**src/rtl/ovl_always_on_edge_window.sv**
```systemverilog
// Multi-channel always-on-edge checker: each qualifying sampling edge must see test_expr
// high in the edge cycle or within WINDOW following cycles, else the channel fires.
module ovl_always_on_edge_window #(
  parameter int unsigned NUM_CH    = 4,
  parameter int unsigned EDGE_TYPE = 1,
  parameter int unsigned WINDOW    = 0,
  parameter int unsigned CNT_WIDTH = 8,
  parameter int unsigned COVER_EN  = 1
) (
  input  logic                 clock,
  input  logic                 reset,
  input  logic                 enable,
  input  logic [NUM_CH-1:0]    sampling_event,
  input  logic [NUM_CH-1:0]    test_expr,
  input  logic                 clear,
  output logic [NUM_CH-1:0]    fire_assert,
  output logic [NUM_CH-1:0]    fire_cover,
  output logic [NUM_CH-1:0]    busy,
  output logic [NUM_CH-1:0]    sticky,
  output logic [CNT_WIDTH-1:0] viol_count
);

  localparam int unsigned REM_W = 4;
  localparam int unsigned SUM_W = CNT_WIDTH + 6;
  localparam logic [REM_W-1:0]     WIN_INIT = REM_W'(WINDOW);
  localparam logic [CNT_WIDTH-1:0] CNT_MAX  = '1;

  typedef enum logic {
    IDLE = 1'b0,
    WAIT = 1'b1
  } state_e;

  state_e            state_q [NUM_CH];
  state_e            state_d [NUM_CH];
  logic [REM_W-1:0]  rem_q   [NUM_CH];
  logic [REM_W-1:0]  rem_d   [NUM_CH];

  logic [NUM_CH-1:0]    se_prev_q;
  logic                 prev_valid_q;
  logic [NUM_CH-1:0]    edge_raw;
  logic [NUM_CH-1:0]    edge_c;
  logic [NUM_CH-1:0]    viol_c;
  logic [NUM_CH-1:0]    busy_d;
  logic [NUM_CH-1:0]    sticky_d;
  logic [CNT_WIDTH-1:0] count_base;
  logic [SUM_W-1:0]     count_sum;
  logic [CNT_WIDTH-1:0] count_d;

  logic [NUM_CH-1:0]    fire_assert_q;
  logic [NUM_CH-1:0]    fire_cover_q;
  logic [NUM_CH-1:0]    busy_q;
  logic [NUM_CH-1:0]    sticky_q;
  logic [CNT_WIDTH-1:0] count_q;

  // Qualifying edge, suppressed until a valid previous sample exists
  always_comb begin
    edge_raw = '0;
    case (EDGE_TYPE)
      32'd0:   edge_raw = sampling_event;
      32'd1:   edge_raw = sampling_event & ~se_prev_q;
      32'd2:   edge_raw = ~sampling_event & se_prev_q;
      default: edge_raw = sampling_event ^ se_prev_q;
    endcase
    edge_c = edge_raw & {NUM_CH{prev_valid_q & enable}};
  end

  // Per-channel window FSM next state and violation detect
  always_comb begin
    for (int i = 0; i < NUM_CH; i++) begin
      state_d[i] = state_q[i];
      rem_d[i]   = rem_q[i];
      viol_c[i]  = 1'b0;
      if (!enable) begin
        state_d[i] = IDLE;
        rem_d[i]   = '0;
      end else begin
        case (state_q[i])
          IDLE: begin
            if (edge_c[i] && !test_expr[i]) begin
              if (WINDOW == 0) begin
                viol_c[i] = 1'b1;
              end else begin
                state_d[i] = WAIT;
                rem_d[i]   = WIN_INIT;
              end
            end
          end
          WAIT: begin
            if (test_expr[i]) begin
              state_d[i] = IDLE;
              rem_d[i]   = '0;
            end else if (rem_q[i] == REM_W'(1)) begin
              viol_c[i]  = 1'b1;
              state_d[i] = IDLE;
              rem_d[i]   = '0;
            end else begin
              rem_d[i] = REM_W'(rem_q[i] - REM_W'(1));
            end
          end
          default: begin
            state_d[i] = IDLE;
            rem_d[i]   = '0;
          end
        endcase
      end
      busy_d[i] = (state_d[i] == WAIT);
    end
  end

  // Clear zeroes the base first so a coincident violation still lands
  always_comb begin
    sticky_d   = (clear ? '0 : sticky_q) | viol_c;
    count_base = clear ? '0 : count_q;
    count_sum  = SUM_W'(count_base) + SUM_W'($countones(viol_c));
    count_d    = (count_sum > SUM_W'(CNT_MAX)) ? CNT_MAX : CNT_WIDTH'(count_sum);
  end

  always_ff @(posedge clock) begin
    if (reset) begin
      for (int i = 0; i < NUM_CH; i++) begin
        state_q[i] <= IDLE;
        rem_q[i]   <= '0;
      end
    end else begin
      for (int i = 0; i < NUM_CH; i++) begin
        state_q[i] <= state_d[i];
        rem_q[i]   <= rem_d[i];
      end
    end
  end

  always_ff @(posedge clock) begin
    if (reset) begin
      se_prev_q     <= '0;
      prev_valid_q  <= 1'b0;
      fire_assert_q <= '0;
      fire_cover_q  <= '0;
      busy_q        <= '0;
      sticky_q      <= '0;
      count_q       <= '0;
    end else begin
      se_prev_q     <= sampling_event;
      prev_valid_q  <= 1'b1;
      fire_assert_q <= viol_c;
      fire_cover_q  <= (COVER_EN != 0) ? edge_c : '0;
      busy_q        <= busy_d;
      sticky_q      <= sticky_d;
      count_q       <= count_d;
    end
  end

  assign fire_assert = fire_assert_q;
  assign fire_cover  = fire_cover_q;
  assign busy        = busy_q;
  assign sticky      = sticky_q;
  assign viol_count  = count_q;

endmodule

```
**config.mk**
```make
export PLATFORM = sky130hd
export DESIGN_NAME = ovl_always_on_edge_window
export DESIGN_NICKNAME = d
export VERILOG_FILES = /design/src/rtl/ovl_always_on_edge_window.sv
export SDC_FILE = /design/constraint.sdc
export NUM_CORES = 1
export LEC_CHECK = 0
export ABC_CLOCK_PERIOD_IN_PS = 3350
export CORE_ASPECT_RATIO = 0.8
export CORE_MARGIN = 10
export CORE_UTILIZATION = 47
export CTS_CLUSTER_DIAMETER = 60
export DETAILED_ROUTE_END_ITERATION = 12
export GPL_TIMING_DRIVEN = 0
export PLACE_DENSITY_LB_ADDON = 0.08
export REMOVE_ABC_BUFFERS = 1
export SETUP_SLACK_MARGIN = 0.1
export SLEW_MARGIN = 25
export SYNTH_ARGS = -nofsm -noshare
export SYNTH_HDL_FRONTEND = slang
export SYNTH_SLANG_ARGS = --single-unit
```
**constraint.sdc**
```tcl
create_clock -name clock -period 3.35 [get_ports clock]
set_clock_uncertainty 0.15 [all_clocks]
set_input_delay 0.5025 -clock clock [delete_from_list [all_inputs] [get_ports clock]]
set_output_delay 0.5025 -clock clock [all_outputs]
set_load 0.01 [all_outputs]
```
==> metrics.csv <==
stage,metric,value,unit
floorplanning,die footprint,0.00737,mm^2
timing,unrepaired setup endpoints after global routing,true,
layout,nets@finish,287,
global_routing,vias in the first global route,1655,
layout,layout cells sized above 1,0.148,
logic_synthesis,synthesis-stage register bit count,45,
timing,Fin Setup TNS,0,ps
timing,measured slew at the worst slew-check pin,691,ps
cts,CTS tree,built,
global_routing,GRT Util Overall,0.125,
setup_path,Worst setup EP type,flip-flop,
setup_path,Max Fanout on Critical Path,5,
placement,gpl congestion,0.809,
layout,sequential cell area,903,um^2
timing,Tcrit/Tclk final,0.959,
timing,min Tclk post-route,3210,ps
setup_path,"Arr. time, crit path",3290,ps
logic_synthesis,number of distinct library cells after synthesis,36,
global_routing,initial antenna violation count,0,
cts,Skew-Pair Late Insertion Delay,300,ps
setup_path,r2r setup slk,140,ps
floorplanning,Core Area,0.00418,mm^2
cts,H-tree depth,2,
timing,setup violators final,0,
logic_synthesis,syn avg cell area,9.07,um^2
global_routing,Overflow after GRT,0,
cts,Hold Buf Count CTS,0,
cts,CTS clock-pin slew for the worst setup and hold paths,90,ps
detailed_routing,drt total wl,4430,um
detailed_routing,routed via count,1647,
placement,Detailed Place HPWL,3200,um
logic_synthesis,post-synth top area share,0.443,
timing,Fmax,0.311,GHz
setup_path,CP Class,flip-flop to flip-flop,
floorplanning,io pins,36,
detailed_routing,drt pass-1 iters,4,
floorplanning,# rows,21,
cts,Root Driver,clkbuf_8,
detailed_routing,Detailed Route Iter0 Violations,79,
floorplanning,Initial Utilization,0.486,
timing,final hold violation count,0,
run_status,status,completed,
layout,Fillers,356,
flow_run,MaxCap Viol Count,0,
global_routing,largest net degree at the start of global routing,29,
logic_synthesis,Netlist Area Pre-Place,0.00203,mm^2
power,PwrDens,364,mW/mm^2
logic_synthesis,post-synthesis sequential area ratio,0.443,
setup_path,critical path launch point type,flip-flop,
logic_synthesis,cell taking the most area after synthesis,dfxtp_1,
min_path,min-delay worst type,flip-flop to flip-flop,
power,Leak,0.934,nW
layout,multi-input logic area,0.00107,mm^2
floorplanning,Die Wd,93.5,um
detailed_routing,DRC Markers,0,
detailed_routing,Via-to-Cell Ratio,5.13,
placement,Post-Place Setup Slack,-483,ps
cts,Clock Tree Buf Depth,2,
detailed_routing,per-cell routed wire length,13.8,um
timing,fin. max-slew vios,0,
logic_synthesis,cell count after synthesis,224,
power,Max VDD drop,204,uV
placement,IO Port Bufs,35,
timing,final worst slack,136,ps
setup_path,CP required,3420,ps
floorplanning,Die Y,78.8,um
layout,Util after Layout,0.621,
layout,# diodes,0,
detailed_routing,Routed Antenna Nets,0,
global_routing,global-route wire length before repair,7620,um
cts,TritonCTS Sinks,45,
logic_synthesis,YS warnings,0,
logic_synthesis,largest cells by area after synthesis,"dfxtp_1 (44%), ha_1 (5.5%), nor2_1 (4.1%)",
layout,area delta synth->final,27.6,%
timing,Max-slew headroom,0.533,
cts,total CTS buffers,5,
==> cell type report <==
| class | instances | area share |
|---|---|---|
| multi-input cells | 153 | 0.415 |
| well taps | 57 | 0.0275 |
| clock buffers | 5 | 0.0265 |
| repair buffers | 39 | 0.147 |
| clock inverters | 3 | 0.00869 |
| flip-flops and latches | 45 | 0.348 |
| inverters | 19 | 0.0275 |
==> per-layer routing <==
layer | up-vias | wire (um) | track usage
met1 | 767 | 2250 | 0.163
met4 | 0 | 57 | 0.0462
met5 | - | 0 | 0
met3 | 7 | 247 | 0.0432
met2 | 28 | 1880 | 0.186
li1 | 845 | - | -
==> per-stage QoR <==
step	cell area [um^2]	cells	hold WS [ps]	total power [mW]
2_1_floorplan	1990	217	251	0.578
3_3_place_gp	2410	309	263	0.615
3_5_place_dp	2410	309	267	0.615
4_1_cts	2580	321	282	0.960
5_1_grt	2590	321	304	0.980
6_report	2590	321	286	0.945
==> worst max-delay path, cell delays in order (launching register included) <==
cell	delay, ps
dfxtp_2	330
inv_2	70
ha_4	110
or3b_4	370
mux2_4	290
nor3b_4	200
fa_1	450
inv_2	70
fa_2	200
inv_2	40
fa_2	370
and4_4	190
and4b_1	190
nor3_2	100
==> where the power goes <==
| part | internal [mW] | switching [mW] | total (mW) |
|---|---|---|---|
| clock network | 0.148 | 0.192 | 0.340 |
| logic | 0.0288 | 0.0316 | 0.0604 |
| registers | 0.541 | 0.00303 | 0.545 |
==> logic make-up (layout without fill, tap and decap cells) <==
group	count (synthesis)	in the layout	synth area share
AND/OR/NAND/NOR	94	94	0.259
AO/OA/AOI/OAI	41	41	0.123
buffers and inverters	26	66	0.0554
adder cells (fa/ha/maj)	12	12	0.0850
flip-flops	45	45	0.443
multiplexers	6	6	0.0339
==> timing repair <==
item,CTS,global route
gates resized for setup,15,5
buffers inserted,4,0
hold endpoints to repair,0,0
endpoints found under the setup margin,8,7
pin swaps,5,6
==> path summary, 6_finish.rpt <==
check               startpoint             to  depth (start not counted)
setup / recovery   rem_q[1][1]  viol_count[6]                         13
hold reg to reg   se_prev_q[0]  fire_cover[0]                          1
setup reg to reg   rem_q[1][1]  viol_count[6]                         13
hold / removal    se_prev_q[0]  fire_cover[0]                          1
==> synthesized netlist by cell type <==
cell       count
nand2b_1       2
or3_1          2
and4_1         1
o211ai_1       1
nand4_1        2
mux2_4         1
a21o_1         1
mux2i_1        2
or2_2          1
o221ai_1       1
nand2_2        1
nor2_1        22
a31oi_1        2
nor3b_1        2
nand3b_1       4
a2bb2oi_1      6
or3b_2         4
nor3_4         1
nor2b_1       12
and4b_1        2
or3b_4         1
and3_1         2
nand2_1       19
o21ai_0       15
nor3_1        11
dfxtp_1       45
fa_1           3
clkbuf_1       3
mux2_2         3
nand4b_1       5
a21oi_1       11
buf_4          4
o311ai_0       1
inv_1         19
ha_1           9
o31ai_1        3
==> flip-flops by register name (all words and copies together) (netlist names) <==
name / flops
rem_q: 16
viol_count: 8
busy: 4
fire_assert: 4
fire_cover: 4
se_prev_q: 4
sticky: 4
prev_valid_q: 1
==> placed cells by master, fill, tap and decap left out, drive strengths merged, types with 4 or more instances in the layout <==
cell type       n
ha              9
nor3           12
a2bb2oi         6
nand3b          4
o21ai          15
nor2           22
nor2b          12
clkbuf          5
clkdlybuf4s50  35
a21oi          11
buf             4
nand2          20
inv            19
mux2            4
or3b            5
nand4b          5
dfxtp          45
No activity file was read; power rests on OpenSTA's default activity.
